**src/rtl/uart_pkg.sv**
```systemverilog
// Shared UART definitions: FSM states, frame-format encodings and the latched frame configuration.
package uart_pkg;

  localparam int unsigned BITCNT_W = 3;

  typedef enum logic [2:0] {
    ST_IDLE   = 3'd0,
    ST_START  = 3'd1,
    ST_DATA   = 3'd2,
    ST_PARITY = 3'd3,
    ST_STOP   = 3'd4
  } uart_state_e;

  typedef enum logic [1:0] {
    BITS_5 = 2'b00,
    BITS_6 = 2'b01,
    BITS_7 = 2'b10,
    BITS_8 = 2'b11
  } uart_bits_e;

  typedef enum logic [1:0] {
    PAR_NONE  = 2'b00,
    PAR_EVEN  = 2'b01,
    PAR_ODD   = 2'b10,
    PAR_NONE2 = 2'b11
  } uart_parity_e;

  typedef struct packed {
    logic [BITCNT_W-1:0] last_bit;
    logic                par_en;
    logic                par_odd;
    logic                stop2;
  } uart_frame_cfg_t;

  // Raw register fields -> per-frame configuration; last_bit is N-1 with N = 5 + cfg_bits.
  function automatic uart_frame_cfg_t decode_cfg(input logic [1:0] bits,
                                                 input logic [1:0] parity,
                                                 input logic       stop2);
    uart_frame_cfg_t c;
    c.last_bit = BITCNT_W'(3'd4 + {1'b0, bits});
    c.par_en   = (parity == 2'(PAR_EVEN)) || (parity == 2'(PAR_ODD));
    c.par_odd  = (parity == 2'(PAR_ODD));
    c.stop2    = stop2;
    return c;
  endfunction

endpackage

```
**src/rtl/uart_tx_cfg_if.sv**
```systemverilog
// Request handshake between the TX FIFO / host side and the UART serializer.
interface uart_tx_cfg_if #(
  parameter int unsigned DATA_W = 8
);
  logic              tx_valid;
  logic [DATA_W-1:0] tx_data;
  logic              tx_ready;

  modport master (output tx_valid, output tx_data, input  tx_ready);
  modport slave  (input  tx_valid, input  tx_data, output tx_ready);
endinterface

```
**src/rtl/uart_bit_timer.sv**
```systemverilog
// Baud bit timer: down-counter loaded on frame start, ticks on the last clock of each bit and reloads.
module uart_bit_timer #(
  parameter int unsigned DIV_W = 16
) (
  input  logic             clk,
  input  logic             RST,
  input  logic             i_load,
  input  logic             i_run,
  input  logic [DIV_W-1:0] i_div,
  output logic             o_bit_end_c
);

  logic [DIV_W-1:0] r_div;
  logic [DIV_W-1:0] r_cnt;

  always_ff @(posedge clk or negedge RST) begin
    if (!RST) begin
      r_div <= '0;
      r_cnt <= '0;
    end else if (i_load) begin
      r_div <= i_div;
      r_cnt <= i_div;
    end else if (i_run) begin
      r_cnt <= (r_cnt == '0) ? r_div : r_cnt - DIV_W'(1);
    end
  end

  assign o_bit_end_c = (r_cnt == '0);

endmodule

```
**src/rtl/uart_tx_cfg.sv**
```systemverilog
// Configurable UART transmitter: programmable baud divider, 5-8 data bits, optional parity, 1/2 stop bits.
module uart_tx_cfg
  import uart_pkg::*;
#(
  parameter int unsigned DATA_W = 8,
  parameter int unsigned DIV_W  = 16
) (
  input  logic             clk,
  input  logic             RST,
  uart_tx_cfg_if.slave     s_tx,
  input  logic [DIV_W-1:0] i_baud_div,
  input  logic [1:0]       i_cfg_bits,
  input  logic [1:0]       i_cfg_parity,
  input  logic             i_cfg_stop2,
  output logic             o_tx_out,
  output logic             o_busy,
  output logic             o_irq_done
);

  uart_state_e         r_state, w_state_nxt;
  logic [DATA_W-1:0]   r_shift, w_shift_nxt;
  logic [BITCNT_W-1:0] r_bit_cnt, w_bit_cnt_nxt;
  logic                r_par, w_par_nxt;
  uart_frame_cfg_t     r_cfg, w_cfg_nxt;
  logic                r_stop_cnt, w_stop_cnt_nxt;
  logic                r_tx_out, w_tx_out_nxt;
  logic                r_busy, w_busy_nxt;
  logic                r_irq_done, w_irq_nxt;
  logic                r_ready, w_ready_nxt;
  logic                w_accept;
  logic                w_run;
  logic                w_tick;
  logic                w_bit_end;

  assign w_accept  = s_tx.tx_valid && r_ready;
  assign w_run     = (r_state != ST_IDLE);
  assign w_bit_end = w_run && w_tick;

  uart_bit_timer #(.DIV_W(DIV_W)) u_bit_timer (
    .clk         (clk),
    .RST         (RST),
    .i_load      (w_accept),
    .i_run       (w_run),
    .i_div       (i_baud_div),
    .o_bit_end_c (w_tick)
  );

  always_ff @(posedge clk or negedge RST) begin
    if (!RST) begin
      r_state    <= ST_IDLE;
      r_shift    <= '0;
      r_bit_cnt  <= '0;
      r_par      <= 1'b0;
      r_cfg      <= '0;
      r_stop_cnt <= 1'b0;
      r_tx_out   <= 1'b1;
      r_busy     <= 1'b0;
      r_irq_done <= 1'b0;
      r_ready    <= 1'b0;
    end else begin
      r_state    <= w_state_nxt;
      r_shift    <= w_shift_nxt;
      r_bit_cnt  <= w_bit_cnt_nxt;
      r_par      <= w_par_nxt;
      r_cfg      <= w_cfg_nxt;
      r_stop_cnt <= w_stop_cnt_nxt;
      r_tx_out   <= w_tx_out_nxt;
      r_busy     <= w_busy_nxt;
      r_irq_done <= w_irq_nxt;
      r_ready    <= w_ready_nxt;
    end
  end

  // Next-state logic; pin outputs are derived from the next state so they leave the flops glitch-free.
  always_comb begin
    w_state_nxt    = r_state;
    w_shift_nxt    = r_shift;
    w_bit_cnt_nxt  = r_bit_cnt;
    w_par_nxt      = r_par;
    w_cfg_nxt      = r_cfg;
    w_stop_cnt_nxt = r_stop_cnt;
    w_irq_nxt      = 1'b0;
    w_tx_out_nxt   = 1'b1;

    case (r_state)
      ST_IDLE: begin
        if (w_accept) begin
          w_state_nxt    = ST_START;
          w_shift_nxt    = DATA_W'(s_tx.tx_data);
          w_bit_cnt_nxt  = '0;
          w_par_nxt      = 1'b0;
          w_cfg_nxt      = decode_cfg(i_cfg_bits, i_cfg_parity, i_cfg_stop2);
          w_stop_cnt_nxt = 1'b0;
        end
      end
      ST_START: begin
        if (w_bit_end) w_state_nxt = ST_DATA;
      end
      ST_DATA: begin
        if (w_bit_end) begin
          w_par_nxt   = r_par ^ r_shift[0];
          w_shift_nxt = r_shift >> 1;
          if (r_bit_cnt == r_cfg.last_bit) begin
            w_state_nxt = r_cfg.par_en ? ST_PARITY : ST_STOP;
          end else begin
            w_bit_cnt_nxt = r_bit_cnt + BITCNT_W'(1);
          end
        end
      end
      ST_PARITY: begin
        if (w_bit_end) w_state_nxt = ST_STOP;
      end
      ST_STOP: begin
        if (w_bit_end) begin
          if (r_cfg.stop2 && !r_stop_cnt) begin
            w_stop_cnt_nxt = 1'b1;
          end else begin
            w_stop_cnt_nxt = 1'b0;
            w_state_nxt    = ST_IDLE;
            w_irq_nxt      = 1'b1;
          end
        end
      end
      default: w_state_nxt = ST_IDLE;
    endcase

    case (w_state_nxt)
      ST_START:  w_tx_out_nxt = 1'b0;
      ST_DATA:   w_tx_out_nxt = w_shift_nxt[0];
      ST_PARITY: w_tx_out_nxt = w_par_nxt ^ r_cfg.par_odd;
      default:   w_tx_out_nxt = 1'b1;
    endcase

    w_busy_nxt  = (w_state_nxt != ST_IDLE);
    w_ready_nxt = (w_state_nxt == ST_IDLE);
  end

  assign s_tx.tx_ready = r_ready;
  assign o_tx_out      = r_tx_out;
  assign o_busy        = r_busy;
  assign o_irq_done    = r_irq_done;

endmodule

```
**src/flat_wrapper.sv**
```systemverilog
// flat-port wrapper written by rule: the top's interface ports become plain ports
module uart_tx_cfg_flat import uart_pkg::*;
#(
  parameter int unsigned DATA_W = 8,
  parameter int unsigned DIV_W  = 16
)
  (clk, RST, i_baud_div, i_cfg_bits, i_cfg_parity, i_cfg_stop2, o_tx_out, o_busy, o_irq_done, s_tx_tx_valid, s_tx_tx_data, s_tx_tx_ready);
  uart_tx_cfg_if #(.DATA_W(DATA_W)) s_tx_i ();
  input  logic clk;
  input  logic RST;
  input  logic [DIV_W-1:0] i_baud_div;
  input  logic [1:0] i_cfg_bits;
  input  logic [1:0] i_cfg_parity;
  input  logic i_cfg_stop2;
  output logic o_tx_out;
  output logic o_busy;
  output logic o_irq_done;
  input wire logic [$bits(s_tx_i.tx_valid)-1:0] s_tx_tx_valid;
  input wire logic [$bits(s_tx_i.tx_data)-1:0] s_tx_tx_data;
  output wire logic [$bits(s_tx_i.tx_ready)-1:0] s_tx_tx_ready;
  assign s_tx_i.tx_valid = s_tx_tx_valid;
  assign s_tx_i.tx_data = s_tx_tx_data;
  assign s_tx_tx_ready = s_tx_i.tx_ready;
  uart_tx_cfg #(.DATA_W(DATA_W), .DIV_W(DIV_W)) u_core (.clk(clk), .RST(RST), .s_tx(s_tx_i), .i_baud_div(i_baud_div), .i_cfg_bits(i_cfg_bits), .i_cfg_parity(i_cfg_parity), .i_cfg_stop2(i_cfg_stop2), .o_tx_out(o_tx_out), .o_busy(o_busy), .o_irq_done(o_irq_done));
endmodule
```
**config.mk**
```make
export PLATFORM = sky130hd
export DESIGN_NAME = uart_tx_cfg_flat
export DESIGN_NICKNAME = d
export VERILOG_FILES = /design/src/rtl/uart_pkg.sv /design/src/rtl/uart_tx_cfg_if.sv /design/src/rtl/uart_bit_timer.sv /design/src/rtl/uart_tx_cfg.sv /design/src/flat_wrapper.sv
export SDC_FILE = /design/constraint.sdc
export NUM_CORES = 1
export LEC_CHECK = 0
export BUFFER_PORTS_ARGS = -buffer_cell sky130_fd_sc_hd__buf_2
export CELL_PAD_IN_SITES_DETAIL_PLACEMENT = 1
export CELL_PAD_IN_SITES_GLOBAL_PLACEMENT = 1
export CORE_MARGIN = 1.5
export CORE_UTILIZATION = 49
export CTS_BUF_LIST = sky130_fd_sc_hd__clkbuf_2
export CTS_CLUSTER_SIZE = 28
export DETAILED_ROUTE_END_ITERATION = 12
export PLACE_DENSITY = 0.89
export SLEW_MARGIN = 20
export SYNTH_ARGS = -nofsm -noshare
export SYNTH_HDL_FRONTEND = slang
export SYNTH_SLANG_ARGS = --single-unit
```
**constraint.sdc**
```tcl
create_clock -name clk -period 4.5 [get_ports clk]
set_input_delay 0.225 -clock clk [delete_from_list [all_inputs] [get_ports clk]]
set_output_delay 0.225 -clock clk [all_outputs]
set_load 0.02 [all_outputs]
```
* Yosys cells after proc, flatten, opt, wreduce, memory -nomap -nowiden
Cells that the tools add are included.
** Storage, ports and cells
- Flip-flop bits (word level) :: 58
- Output and inout bits :: 4
- Logic and storage cells :: 82
- Bits of input ports :: 32
** Operators by class
- Bitwise logic cells :: 2
- $add $sub $neg :: 3
- Equal/unequal tests :: 14
- Reduce and logical (&&, ||, !) cells :: 17
- Multiplexer cells :: 30
** Operator list (number)
- $mux 16 :: 3
- $mux 3 :: 11
- $logic_not 16->1 :: 1
- $mux 8 :: 2
- $pmux 8 s2 :: 1
- $sub 16x1->16 const B :: 1
- $pmux 3 s5 :: 1
- $eq 3x2->1 const B :: 4
- $mux 1 :: 8
- $eq 3x1->1 const B :: 2
- $logic_not 3->1 :: 2
- $pmux 3 s2 :: 1
- $reduce_and 3->1 :: 2
- $reduce_bool 2->1 :: 3
- $reduce_bool 3->1 :: 2
- $ne 2x1->1 const B :: 2
- $ne 2x2->1 const B :: 2
- $pmux 1 s2 :: 2
- $reduce_and 4->1 :: 1
- $add 3x1->3 const B :: 1
- $add 3x2->3 const A :: 1
- $eq 3x3->1 :: 1
- $eq 3x3->1 const B :: 1
- $logic_and 1x1->1 :: 3
- 7 further kinds :: 8

* Depth between registers and ports, before layout
Gate-level depths: netlist of the first run.
- Depth in word-level cells :: 7
- Depth in mapped cells :: 9
- Gate-level depth less buffers :: 7

* Hierarchy
A second synthesis of the first run with hierarchy kept.
** Unflattened totals
- Cell total of the unflattened synthesis :: 289
- Area total of the unflattened synthesis :: 3090.5 um^2
** By module, submodules not included
- uart_bit_timer :: cells an instance 178, instances 1, area each 1831.8 um^2
- uart_tx_cfg :: cells an instance 111, instances 1, area each 1258.7 um^2

* Worst setup path before layout of the first run
OpenSTA, ideal clock, no wires.
- Path type :: reg2reg
- Start point :: register u_core.u_bit_timer.r_cnt[2]
- End point :: register u_core.u_bit_timer.r_cnt[13]
- Stages on the path, launching flop included :: 7
- Buffers on the path :: 1
- Data arrival time :: 2.002 ns
- Period minus slack after synthesis :: 2.079 ns
- Path slack :: 2.421 ns
- Library setup time :: 0.076 ns
- Cells stage by stage :: dfrtp_1 or4_1 buf_2 or3_4 nor3_1 mux2_2 o21ai_1
** On the way
- Longest elaborated chain between the ends :: 4
** Ends and longest elaborated chain
- start, declared :: line uart_bit_timer.sv:14 : logic [DIV_W-1:0] r_cnt;
- start signal, assigned :: line uart_bit_timer.sv:22 : r_cnt <= i_div;
- start signal, assigned :: line uart_bit_timer.sv:24 : r_cnt <= (r_cnt == '0) ? r_div : r_cnt - DIV_W'(1);
- $sub 16x1->16 / $logic_not 16->1 (equally long branches) :: line uart_bit_timer.sv:24
- $mux 16 * :: line uart_bit_timer.sv:24
- $mux 16 * :: line uart_bit_timer.sv:23 : end else if (i_run) begin
- $mux 16 * :: line uart_bit_timer.sv:20 : end else if (i_load) begin
Mark *: on every way between the ends. The rest lies on a longest branch, timed or not. The select of a mux whose other input is x is not followed.
A chain may end at the register's enable or synchronous reset.

* Final worst setup path of the first run
- Start point :: register u_core.u_bit_timer.r_cnt[0]
- End point :: register u_core.r_bit_cnt[2]
** On the way
- Longest elaborated chain between the ends :: 4
** Ends and longest elaborated chain
- $logic_not 16->1 :: line uart_bit_timer.sv:28 : assign o_bit_end_c = (r_cnt == '0);
- $logic_and 1x1->1 :: line uart_tx_cfg.sv:37 : assign w_bit_end = w_run && w_tick;
- $ne 2x1->1 (no line)
- $reduce_and 4->1 (no line)
- end signal, assigned :: line uart_tx_cfg.sv:63 : r_bit_cnt <= w_bit_cnt_nxt;
- end, declared :: line uart_tx_cfg.sv:22 : logic [BITCNT_W-1:0] r_bit_cnt, w_bit_cnt_nxt;
No other way between the ends.

==> results of run 1 <==
worst max-delay path, cell delays in order (launching register included):
cell and delay [ns]:
dfrtp_1 0.46, inv_1 0.13, ha_1 0.19, nor4b_2 0.36, and4_1 0.74, a31oi_1 0.25
or4_1 0.45, a21oi_1 0.15
final cells by class:
type	count	area (sq um)	area share, %
Clock buffer	9	45.0	1.22
Clock inverter	7	92.6	2.50
Inverter	9	33.8	0.912
Multi-Input combinational cell	256	1500	40.5
Sequential cell	58	1450	39.2
Tap cell	75	93.8	2.53
Timing Repair Buffer	67	488	13.2
state kept, by name (all words and copies together) (netlist names):
signal	count
u_core.o_busy	1
u_core.o_irq_done	1
u_core.o_tx_out	1
u_core.r_bit_cnt	3
u_core.r_cfg	6
u_core.r_par	1
u_core.r_shift	8
u_core.r_state	3
u_core.r_stop_cnt	1
u_core.s_tx.tx_ready	1
u_core.u_bit_timer.r_cnt	16
u_core.u_bit_timer.r_div	16
stage by stage:
stage	instances	hold slack, ns	util, %	setup slack (ns)
after detailed placement	436	0.426	54.7	1.82
after global routing	481	0.0876	61.8	1.36
after global placement	436	0.415	54.7	1.96
after CTS	480	0.00284	61.7	1.78
after floorplan	344	-0.0706	-	2.42
final	481	0.0844	61.8	1.70
Yosys cell counts, types with 2 or more instances:
cell and instances:
nand4_1 5, xnor2_1 3, nor4_1 8, inv_1 9
o211ai_1 3, and4_1 2, a31oi_1 4, or2_2 2
ha_1 4, a22o_1 9, and2_1 3, a2bb2oi_1 5
o31ai_1 8, or3_1 3, nor3_1 9, nand3_1 5
a21o_1 8, nor3b_1 4, nand2b_1 5, clkbuf_1 15
a21oi_1 7, o21a_1 2, or4_1 2, o22ai_1 4
o21ai_0 24, o2bb2ai_1 2, nand2_1 73, a211oi_1 3
nor2_1 22, dfrtp_1 57, o21ai_1 4, buf_2 4
kinds of logic after synthesis:
logic type,share of synthesized area [%]
mux,1.06
compound gates,21.0
xor+xnor,0.855
fa+ha+maj,1.63
buf+inv,3.95
simple gates,24.2
flops,47.3
power breakdown:
part           switching [mW]  total (mW)  internal (mW)  leakage (nW)
Sequential                  0       0.522          0.522         0.751
Combinational          0.0183      0.0454         0.0271         0.951
Clock                   0.223       0.405          0.182        0.0760
Total                   0.241       0.972          0.731          1.78
routing by layer:
layer | global-route usage (%) | vias to the layer above | routed length (microns)
li1 | - | 1356 | -
met1 | 39.1 | 1467 | 4010
met2 | 50.7 | 59 | 4710
met3 | 5.93 | 18 | 324
met4 | 9.66 | 0 | 148
met5 | 0 | - | 0
worst paths after layout:
check / to / slack (ns) / start
worst max register to register: u_core.r_bit_cnt[2] / 1.70 / u_core.u_bit_timer.r_cnt[0]
worst min-delay path: u_core.r_cfg[2] / 0.08 / i_cfg_parity[0]
worst min register to register: u_core.u_bit_timer.r_div[9] / 0.50 / u_core.u_bit_timer.r_div[9]
worst max-delay path: u_core.r_bit_cnt[2] / 1.70 / u_core.u_bit_timer.r_cnt[0]
min in group asynchronous: u_core.u_bit_timer.r_cnt[3] / 0.35 / RST
max in group asynchronous: u_core.r_state[2] / 3.65 / RST
==> flow_summary.yaml, run 1 <==
cells_and_area:
  fin_nets: 437
  fill_cells: 682
  area_growth_pct: 20.6
  drive_gt1_share_pct: 16.3
  final_cell_mix: "73 x nand2_1, 57 x dfrtp_1, 35 x buf_2, 29 x dlygate4sd3_1, 24 x o21ai_0"
  diodes: 0
  fin_area_sq_mm: 0.00370
  layout_commonest_cell: "nand2_1"
clock_tree:
  post-cts-setup-buffer-count: 0
  cts_made_buffers: 9
  cts_resized: 0
  path_clk_slew_ns: 0.20
  clock_latency_ns: 0.54
  cts_root_buffer: "clkbuf_2"
  cts.sinks: 58
  hold_buffers: 28
  cts_buffer_depth: 2
  htreeDepth: 3
  cts_tree: "yes"
global_routing:
  grt_max_degree: 59
  antenna_found_initial: 0
  grtUsageTotal_pct: 30.2
  grt_overflow: 0
  grt_pass1_vias: 3012
  grt_first_pass_wirelength_microns: 15000
setup_path:
  cp.arrival_ns: 3.26
  path_max_fanout: 18
  cp_data_required_time_ns: 4.97
  reg2reg_depth: 7
  start_kind: "flop"
  setup.worst_path.end_class: "flop"
  path_class: "reg2reg"
synth:
  ys.flop_type: "dfrtp_1"
  synthTopCellsByArea: "dfrtp_1 46%, nand2_1 8.9%, o21ai_0 3.9%"
  avgSynthCellArea_sq_um: 8.93
  yosysTopAreaCellShare_pct: 46.4
  synthCells: 344
  ys_seq_area_share_pct: 47.3
  ys_warn_count: 0
  ys_ff_latch: 58
  yosysTopAreaCell: "dfrtp_1"
  synth_edf_count: 0
  synthArstFlopShare_pct: 100
  syn-num-nets: 380
  yosysUniqueCellTypes: 58
  syn_area_sq_mm: 0.00307
drt:
  vias: 2900
  ant_nets: 0
  viasPerCell: 6.03
  route.detailed.wl_per_inst_microns: 19.1
  routed_wl_microns: 9190
  dr.pass1.iters: 4
  remaining_drc_errors: 0
  drt_iter0_drc: 247
sta:
  max_clock_freq_mhz: 357
  rsz0062_at_grt: "false"
  fin_setup_tns_ns: 0
  hold_viol_final: 0
  setup_viol: 0
  final_max_slew_viol_count: 0
  fin_worst_skew_ns: 0.0349
  slew_headroom_pct: 35.9
  finalCriticalPeriod_ns: 2.80
  fin_crit_sh_pct: 62.2
  tightest_slew_ns: 0.960
power_and_ir_drop:
  leakage_nw: 1.78
  total_power_uw: 972
  power_density_mw_per_mm2: 262
  peakVddDrop_uv: 198
floorplanning:
  fp.dieH_microns: 82.2
  die-area_sq_mm: 0.00676
  die_w_microns: 82.2
  io_pins: 36
  rows: 28
  start_util_pct: 51.3
  core_area_sq_mm: 0.00599
worst_hold_path:
  hold_depth: 4
  hold_path.class: "in2reg"
run:
  max_cap_viol_count: 0
placed_design:
  gp_congestion: 0.809
  dp_hpwl_microns: 5600
  place_area_sq_mm: 0.00328
  port_buffers: 35
run_status:
  outcome: "finished clean"
(Power assumes the default switching activity.)
==> inputs of run 2 (changes only) <==
--- a/config.mk
+++ b/config.mk
@@ -9,11 +9,11 @@
 export CELL_PAD_IN_SITES_DETAIL_PLACEMENT = 1
 export CELL_PAD_IN_SITES_GLOBAL_PLACEMENT = 1
 export CORE_MARGIN = 1.5
-export CORE_UTILIZATION = 49
+export CORE_UTILIZATION = 41
 export CTS_BUF_LIST = sky130_fd_sc_hd__clkbuf_2
 export CTS_CLUSTER_SIZE = 28
 export DETAILED_ROUTE_END_ITERATION = 12
-export PLACE_DENSITY = 0.89
+export PLACE_DENSITY = 0.79
 export SLEW_MARGIN = 20
 export SYNTH_ARGS = -nofsm -noshare
 export SYNTH_HDL_FRONTEND = slang
==> constraint.sdc (replaced) <==
create_clock -name clk -period 2.45 [get_ports clk]
set_input_delay 0.1225 -clock clk [delete_from_list [all_inputs] [get_ports clk]]
set_output_delay 0.1225 -clock clk [all_outputs]
set_load 0.02 [all_outputs]
==> run 2 against run 1 <==
Effect of this change:
- global-route usage shrank 5.6 points
- count of clock-buffer cells in the layout up 1
- routed wire length down 3.8%
- via count up 0.41%
- sequential share of layout area shrank 1.6 points
- first-iteration DRC count fell by 64%
- utilization is 8.6 points lower
- sequential power increased by 84%
- final cell count rose by 8.1%
- design area grew 4.2%
- critical endpoint is now u_core.u_bit_timer.r_cnt[13]
==> flow_summary.yaml, run 2 (synthesis gave the netlist of run 1 again) <==
power_and_ir_drop:
  switching_share_pct: 23.5
  p_clk_share_pct: 40.6
  internal_power_mw: 1.35
  p_seq_share_pct: 54.4
  pwr-share-comb_pct: 5.0
  leakage_nw: 1.87
  power_density_mw_per_mm2: 456
  power.switching_uw: 414
  peakVddDrop_uv: 186
sta:
  finalCriticalPeriod_ns: 2.25
  fin_worst_skew_ns: 0.0336
  tightest_slew_ns: 0.757
  slew_headroom_pct: 49.4
  fin_setup_tns_ns: 0
  final_max_slew_viol_count: 0
  max_clock_freq_mhz: 444
  hold_viol_final: 0
  fin_ws_ns: 0.197
  fin_crit_sh_pct: 92.0
  setup_viol: 0
drt:
  remaining_drc_errors: 0
  dr.pass1.iters: 4
  route.detailed.wl_per_inst_microns: 17.0
  viasPerCell: 5.60
  vias: 2912
  ant_nets: 0
  drt_iter0_drc: 89
  routed_wl_microns: 8840
cells_and_area:
  diodes: 0
  biggestRegsByFlops: "u_core.u_bit_timer.r_cnt: 16 flops, u_core.u_bit_timer.r_div: 16 flops, u_core.r_shift: 8 flops"
  stdcell_count: 520
  drive_gt1_share_pct: 19.0
  postLayoutCoreUtil_pct: 53.2
  fill_cells: 880
  layout_commonest_cell: "nand2_1"
  area_growth_pct: 25.7
  fin_nets: 453
  final_cell_mix: "73 x nand2_1, 57 x dfrtp_1, 35 x buf_2, 31 x dlygate4sd3_1, 24 x o21ai_0"
global_routing:
  grtUsageTotal_pct: 24.6
  grt_first_pass_wirelength_microns: 14900
  grt_pass1_vias: 3031
  met2_usage_pct: 39.7
  grt.busiest_layer: "met2"
  grt_max_degree: 30
  antenna_found_initial: 0
  use_met3_pct: 5.58
  met1_usage_pct: 32.4
  grt_overflow: 0
run:
  max_cap_viol_count: 0
placed_design:
  port_buffers: 35
  gp_congestion: 0.838
  dp_slack_ns: 0.211
  dp_hpwl_microns: 5870
  place_inst: 474
clock_tree:
  cts.sinks: 58
  htreeDepth: 3
  cts_made_buffers: 9
  post-cts-setup-buffer-count: 0
  cts_root_buffer: "clkbuf_2"
  clock_latency_ns: 0.54
  cts_tree: "yes"
  cts_buffer_depth: 2
  path_clk_slew_ns: 0.18
floorplanning:
  die-area_sq_mm: 0.00802
  rows: 31
  start_util_pct: 42.4
  fp.dieH_microns: 89.6
  core_area_sq_mm: 0.00725
  io_pins: 36
  die_w_microns: 89.6
setup_path:
  critPathMaxStageDelay_ns: 0.61
  start_kind: "flop"
  cp_num_buf_inv: 0
  cp.arrival_ns: 2.70
  crit_family: "simple AND/OR/NAND/NOR gates"
  path_class: "reg2reg"
  setup.worst_path.end_class: "flop"
  cp_data_required_time_ns: 2.90
  path_max_fanout: 7
  slowest_stage: "or4_1"
  cp_cell_sequence: "or4_1, or3_4, nor3_1, mux2_2, o21ai_1"
run_status:
  outcome: "finished clean"
worst_hold_path:
  hold_path.class: "in2async"
## run 2: cell types whose count changed in the layout (fill, tap and decap cells not counted)
| cell | before | now |
|---|---|---|
| dlygate4sd3_1 | 29 | 31 |
| buf_4 | 3 | 17 |
| inv_6 | 1 | 0 |
| nor4b_4 | 0 | 1 |
| clkinv_1 | 1 | 0 |
| nor4b_2 | 1 | 0 |
| clkbuf_2 | 9 | 10 |
## run 2: final cells by class
class	count	area (sq um)	area share (%)
tap	99	124	3.21
sequential	58	1450	37.6
timing repair buffer	83	613	15.9
clock inverter	5	80.1	2.07
multi-input combinational	256	1510	39.0
inverter	9	33.8	0.875
clock buffer	10	50.0	1.30
## run 2: worst register-to-register path: cells and delay by family (launching register included)
kind / cells / cell delay, ns
AOI/OAI and AO/OA: 1 / 0.14
muxes: 1 / 0.36
DFF: 1 / 0.51
and+or+nand+nor: 3 / 1.17
## run 2: power by group through the flow
stage	registers [mW]	logic (mW)	clock network (mW)
4_1_cts	0.958	0.0884	0.726
3_3_place_gp	0.975	0.0487	0
6_report	0.958	0.0879	0.714
5_1_grt	0.959	0.0982	0.764
2_1_floorplan	0.976	0.00175	0
3_5_place_dp	0.975	0.0494	0
## run 2: layer usage
| layer | up-vias | part of all wire (%) |
|---|---|---|
| met3 | 15 | 3.1 |
| met4 | 0 | 1.7 |
| met5 | - | 0 |
| met1 | 1458 | 47 |
| met2 | 49 | 48 |
| li1 | 1390 | - |
## run 2: stage by stage
| stage | hold slack (ns) | area (sq um) | power, mW |
|---|---|---|---|
| floorplan | -0.173 | 3070 | 0.977 |
| detailed placement | 0.0714 | 3410 | 1.02 |
| CTS | 0.0140 | 3850 | 1.77 |
| global route | 0.0252 | 3860 | 1.82 |
| global placement | 0.0724 | 3410 | 1.02 |
| finish | 0.0146 | 3860 | 1.76 |
## run 2: timing repair
| item | in CTS | in global routing |
|---|---|---|
| hold endpoints to repair | 102 | 0 |
| endpoints found under the setup margin | 0 | 8 |
| resized for setup | 0 | 1 |
| hold buffers | 31 | 0 |
## run 2: path summary, 6_finish.rpt
check,to,slack (ns),depth (start not counted),startpoint
max in group asynchronous,u_core.o_tx_out,1.76,3,RST
hold / removal,u_core.u_bit_timer.r_div[5],0.01,2,RST
setup reg to reg,u_core.u_bit_timer.r_cnt[13],0.20,5,u_core.u_bit_timer.r_cnt[2]
min in group clk,u_core.r_state[0],0.18,5,s_tx_tx_valid
setup / recovery,u_core.u_bit_timer.r_cnt[13],0.20,5,u_core.u_bit_timer.r_cnt[2]
hold reg to reg,u_core.r_shift[4],0.50,1,u_core.r_shift[4]
